File: src/rtl/present80_pkg.sv
// Shared PRESENT-80 constants, FSM state type and the pure round functions.
// All vectors use LSB numbering here: bit 63/79 is the cipher's leftmost bit.
package present80_pkg;

  localparam int ROUNDS  = 31;
  localparam int STATE_W = 64;
  localparam int KEY_W   = 80;

  // The 5-bit round counter wraps to 0 one cycle after the last round, which
  // marks the whitening/finish cycle.
  localparam logic [4:0] RC_FINISH = 5'(ROUNDS + 1);

  localparam logic [3:0] SBOX [16] = '{
    4'hC, 4'h5, 4'h6, 4'hB, 4'h9, 4'h0, 4'hA, 4'hD,
    4'h3, 4'hE, 4'hF, 4'h8, 4'h4, 4'h7, 4'h1, 4'h2
  };

  typedef enum logic [1:0] {
    IDLE = 2'd0,
    RUN  = 2'd1,
    DONE = 2'd2
  } fsm_e;

  function automatic logic [3:0] sbox4(input logic [3:0] x);
    return SBOX[x];
  endfunction

  function automatic logic [STATE_W-1:0] sbox_layer64(input logic [STATE_W-1:0] x);
    logic [STATE_W-1:0] y;
    y = '0;
    for (int n = 0; n < STATE_W / 4; n++) begin
      y[4*n +: 4] = sbox4(x[4*n +: 4]);
    end
    return y;
  endfunction

  function automatic logic [STATE_W-1:0] player64(input logic [STATE_W-1:0] x);
    logic [STATE_W-1:0] y;
    y = '0;
    for (int i = 0; i < STATE_W - 1; i++) begin
      y[(16 * i) % 63] = x[i];
    end
    y[STATE_W-1] = x[STATE_W-1];
    return y;
  endfunction

  function automatic logic [KEY_W-1:0] key_update80(input logic [KEY_W-1:0] k,
                                                    input logic [4:0]       rc);
    logic [KEY_W-1:0] r;
    r          = {k[18:0], k[79:19]};  // rotate left by 61
    r[79:76]   = sbox4(r[79:76]);
    r[19:15]   = r[19:15] ^ rc;
    return r;
  endfunction

endpackage

File: src/rtl/present80_round.sv
// One PRESENT-80 round, purely combinational: add round key, S-box layer,
// permutation, and the matching key-schedule step.
module present80_round
  import present80_pkg::*;
(
  input  logic [STATE_W-1:0] state_i,
  input  logic [KEY_W-1:0]   key_i,
  input  logic [4:0]         rc_i,
  output logic [STATE_W-1:0] state_o,
  output logic [KEY_W-1:0]   key_o
);

  assign state_o = player64(sbox_layer64(state_i ^ key_i[KEY_W-1:KEY_W-STATE_W]));
  assign key_o   = key_update80(key_i, rc_i);

endmodule

File: src/rtl/present80.sv
// Iterative PRESENT-80 encryptor: one round per clock, 31 rounds plus final
// key whitening, registered ciphertext with a level-type ready flag.
module present80
  import present80_pkg::*;
(
  input  logic        ck,
  input  logic        rn,
  input  logic        sta,
  input  logic [0:63] inp,
  input  logic [0:79] key,
  output logic        rdy,
  output logic [0:63] out
);

  fsm_e               fsm_q, fsm_d;
  logic [STATE_W-1:0] state_q, state_d;
  logic [KEY_W-1:0]   key_q, key_d;
  logic [4:0]         rc_q, rc_d;
  logic [STATE_W-1:0] out_q, out_d;
  logic               rdy_q, rdy_d;

  logic [STATE_W-1:0] rnd_state;
  logic [KEY_W-1:0]   rnd_key;

  present80_round u_round (
    .state_i (state_q),
    .key_i   (key_q),
    .rc_i    (rc_q),
    .state_o (rnd_state),
    .key_o   (rnd_key)
  );

  always_comb begin
    // NOTE: every signal gets its hold value first so no path leaves it unassigned (no latches).
    fsm_d   = fsm_q;
    state_d = state_q;
    key_d   = key_q;
    rc_d    = rc_q;
    out_d   = out_q;
    rdy_d   = rdy_q;
    unique case (fsm_q)
      IDLE, DONE: begin
        if (sta) begin
          state_d = inp;
          key_d   = key;
          rc_d    = 5'd1;
          rdy_d   = 1'b0;
          fsm_d   = RUN;
        end
      end
      RUN: begin
        if (rc_q == RC_FINISH) begin
          out_d = state_q ^ key_q[KEY_W-1:KEY_W-STATE_W];
          rdy_d = 1'b1;
          fsm_d = DONE;
        end else begin
          state_d = rnd_state;
          key_d   = rnd_key;
          rc_d    = rc_q + 5'd1;
        end
      end
      default: fsm_d = IDLE;
    endcase
  end

  // NOTE: sequential state uses non-blocking assignments; reset is synchronous and wins over all else.
  always_ff @(posedge ck) begin
    if (rn) begin
      fsm_q   <= IDLE;
      state_q <= '0;
      key_q   <= '0;
      rc_q    <= '0;
      out_q   <= '0;
      rdy_q   <= 1'b0;
    end else begin
      fsm_q   <= fsm_d;
      state_q <= state_d;
      key_q   <= key_d;
      rc_q    <= rc_d;
      out_q   <= out_d;
      rdy_q   <= rdy_d;
    end
  end

  assign out = out_q;
  assign rdy = rdy_q;

endmodule

File: config.mk
export PLATFORM = sky130hd
export DESIGN_NAME = present80
export DESIGN_NICKNAME = d
export VERILOG_FILES = /design/src/rtl/present80_pkg.sv /design/src/rtl/present80_round.sv /design/src/rtl/present80.sv
export SDC_FILE = /design/constraint.sdc
export NUM_CORES = 1
export LEC_CHECK = 0
export CORE_UTILIZATION = 25
export CTS_CLUSTER_SIZE = 28
export DETAILED_ROUTE_END_ITERATION = 8
export GPL_TIMING_DRIVEN = 0
export HOLD_SLACK_MARGIN = 0.12
export PLACE_DENSITY = 0.45
export SKIP_LAST_GASP = 1
export SYNTH_ARGS = -nofsm -noshare
export SYNTH_HDL_FRONTEND = slang
export SYNTH_HIERARCHICAL = 1
export SYNTH_SLANG_ARGS = --single-unit
File: constraint.sdc
create_clock -name ck -period 2.65 [get_ports ck]
set_input_delay 0.53 -clock ck [delete_from_list [all_inputs] [get_ports ck]]
set_output_delay 0.53 -clock ck [all_outputs]
set_load 0.03 [all_outputs]
==> metrics.yaml <==
status:
  status: "complete, no violations"
logic_synthesis:
  syn_avg_cell_area_um2: 8.80
  synth.distinct_cells: 46
  synth-edff-count: 0
  synth_xor_area_share_pct: 10.8
  yosysTopAreaCell: "dfxtp_1"
  ys_seq_area_share_pct: 31.0
  synth.area.mux_share_pct: 6.84
  synth_top_family_by_area: "compound AO/OA/AOI/OAI gates"
  synth-simple-area-share_pct: 9.62
  syn_nets: 1787
  synthAdderAreaFrac_pct: 4.93
  ys_ff_latch: 216
  synthFlopType: "dfxtp_1"
  yosysWarningCount: 6
  yosys-top-cells-area: "dfxtp_1 (31%), a211oi_1 (11%), a311oi_1 (8.5%)"
  ys_top_cells_by_count: "nand2_1 (295), dfxtp_1 (216), a211oi_1 (200)"
  yosysMostFrequentCell: "nand2_1"
  netlist_instances: 1585
  async_flop_share_pct: 0
  synth-compound-area-share_pct: 26.6
  syn-cell-area_mm2: 0.0139
  post-synth-top-area-fraction_pct: 31.0
floorplanning:
  die_area_mm2: 0.0567
  dieWidth_um: 238
  ioPinCount: 212
  chipHeight_um: 238
  core_area_mm2: 0.0551
  row_count: 86
  start_util_pct: 25.3
timing:
  fin_skew_ns: 0.0201
  max_slew_margin_pct: 38.8
  worst_slew_pin_slew_ns: 0.909
  timing.final.ws_setup_ns: 0.161
  period_needed_ns: 2.49
  worst_hold_slack_ns: 0.478
  fin_crit_sh_pct: 93.9
  hold_viol_final: 0
  rsz0062_at_grt: "no"
  clock.fmax_mhz: 402
  final-setup-viol-count: 0
  finalMaxSlewViolations: 0
worst_setup_path:
  reg2reg_setup_slack_ns: 0.16
  end_kind: "register"
  critPathMaxFanout: 5
  required_ns: 3.12
  crit_chain: "xor2_1, ha_1, mux2i_1, o21ai_0, nand2_1, a311oi_1"
  crit_path_top_delay_cell: "o21ai_0"
  cpPeakStageDelay_ns: 0.73
  rr_endpoint: "state_q[49]$_SDFFE_PP0P_"
  r2r_cells: 6
  path_buf_inv: 0
  crit_family: "compound AO/OA/AOI/OAI gates"
  criticalPathCategory: "register to register"
  reg2reg_from: "key_q[20]$_SDFFE_PP0P_"
  cp-start-kind: "register"
  crit_arrival_ns: 2.96
route:
  drc: 0
  routedWlPerCell_um: 23.5
  drt-total-wl_um: 60800
  drt-initial-drc-count: 963
  via_count: 13174
  drtAntennaViolNets: 0
  vias_per_cell: 5.08
  drtPass1Iterations: 6
placement:
  dpl-instance-area_mm2: 0.0170
  dp_slack_ns: -0.233
  place_inst: 2543
  dpl.hpwl_um: 48500
  portBuffers: 210
  gp_congestion: 0.921
clock_network:
  cts-htree-levels: 1
  cts_root_buf: "clkbuf_16"
  clkTransAtPathRegs_ns: 0.06
  cts_buffer_depth: 3
  cts_hold_buf: 0
  cts_buffers: 27
  post_cts_buffers: 0
  clock_sinks: 216
  cts_tree: "yes"
  ctsResizeCount: 1
  worst_skew_pair.late_latency_ns: 0.56
worst_hold_path:
  hold_depth: 2
  holdCritPathClass: "register to register"
  whs_endpoint: "rdy$_SDFFE_PP0P_"
  hp-start: "rdy$_SDFFE_PP0P_"
power_and_ir_drop:
  peakVddDrop_v: 0.000566
  p_leak_nw: 6.55
  p_per_area_mw_per_mm2: 708
final_layout:
  area_delta_synth_final_pct: 28.3
  nNetsFinal: 2026
  stdcell_count: 2592
  final_cell_area_mm2: 0.0179
  drive_gt1_share_pct: 12.8
  fin_util_pct: 32.5
global_route:
  grt_pass1_wl_um: 88100
  grt_use_total_pct: 21.1
  grt_max_degree: 13
  overflow: 0
  first_global_vias: 13450
  antenna_found_initial: 1
flow_run:
  cap_violations: 0
[stage by stage]
| step | TNS [ns] | total power [mW] |
|---|---|---|
| 5_1_grt | 0 | 13.3 |
| 3_3_place_gp | -3.99 | 8.81 |
| 6_report | 0 | 12.7 |
| 2_1_floorplan | 0 | 6.99 |
| 4_1_cts | 0 | 12.7 |
| 3_5_place_dp | -7.00 | 8.89 |
[kinds of logic after synthesis]
| kind of cell | Yosys count |
|---|---|
| AOI/OAI and AO/OA | 477 |
| xor gates and xnor gates | 152 |
| adders and majority gates | 55 |
| buffers and inverters | 284 |
| DFF | 216 |
| muxes | 67 |
| and+or+nand+nor | 334 |
[layout make-up]
| class | instances | area (um^2) |
|---|---|---|
| clock inverter | 8 | 92.6 |
| buffer | 214 | 1170 |
| antenna | 1 | 2.50 |
| multi-input combinational | 1085 | 8210 |
| sequential | 216 | 4320 |
| tap | 748 | 936 |
| clock buffer | 40 | 795 |
| timing repair buffer | 210 | 2100 |
| inverter | 70 | 263 |
| fill | 5871 | 37200 |
[worst min-delay path: stages, from the launching register on]
cell and delay [ns]:
dfxtp_1 0.32, nand2_1 0.06, a21oi_1 0.05
[power breakdown]
| part | switching (mW) | total, mW | internal [mW] |
|---|---|---|---|
| registers | 0.475 | 4.06 | 3.59 |
| logic | 2.82 | 4.80 | 1.98 |
| clock network | 1.55 | 3.80 | 2.25 |
| total | 4.85 | 12.7 | 7.82 |
[registers in the layout, summed over array words and instances (netlist names)]
signal	flops
rc_q	5
key_q	80
out	64
rdy	1
state_q	64
fsm_q	2
[placed cells by master, fill, tap and decap left out, types with 17 or more instances in the layout]
cell type        instances
buf_2                   37
mux2i_1                 41
dfxtp_1                216
buf_4                   75
clkbuf_1                88
inv_1                   70
ha_1                    55
xor2_1                  27
a21oi_1                 70
clkdlybuf4s50_1        210
nand2_1                295
clkbuf_16               27
a311oi_1               135
xnor2_1                104
a211oi_1               200
nand3_1                 17
[worst max-delay path by stage]
stage / from / to / slack, ns / cells after the start
2_1_floorplan: key_q[16]$_SDFFE_PP0P_ / state_q[32]$_SDFFE_PP0P_ / 0.85 / 5
3_3_place_gp: sta / key_q[66]$_SDFFE_PP0P_ / -0.18 / 7
3_5_place_dp: sta / key_q[69]$_SDFFE_PP0P_ / -0.23 / 7
4_1_cts: rc_q[0]$_SDFFE_PP0P_ / key_q[71]$_SDFFE_PP0P_ / 0.03 / 7
5_1_grt: key_q[49]$_SDFFE_PP0P_ / state_q[56]$_SDFFE_PP0P_ / 0.04 / 8
6_report: key_q[20]$_SDFFE_PP0P_ / state_q[49]$_SDFFE_PP0P_ / 0.16 / 6
[metal layers]
metal,vias up,part of all wire (%),track usage (%)
met2,386,46,34.3
met3,86,5.7,3.57
li1,6242,-,-
met4,0,3.7,8.24
met1,6460,45,27.7
met5,-,0,0
(Power assumes the default switching activity.)
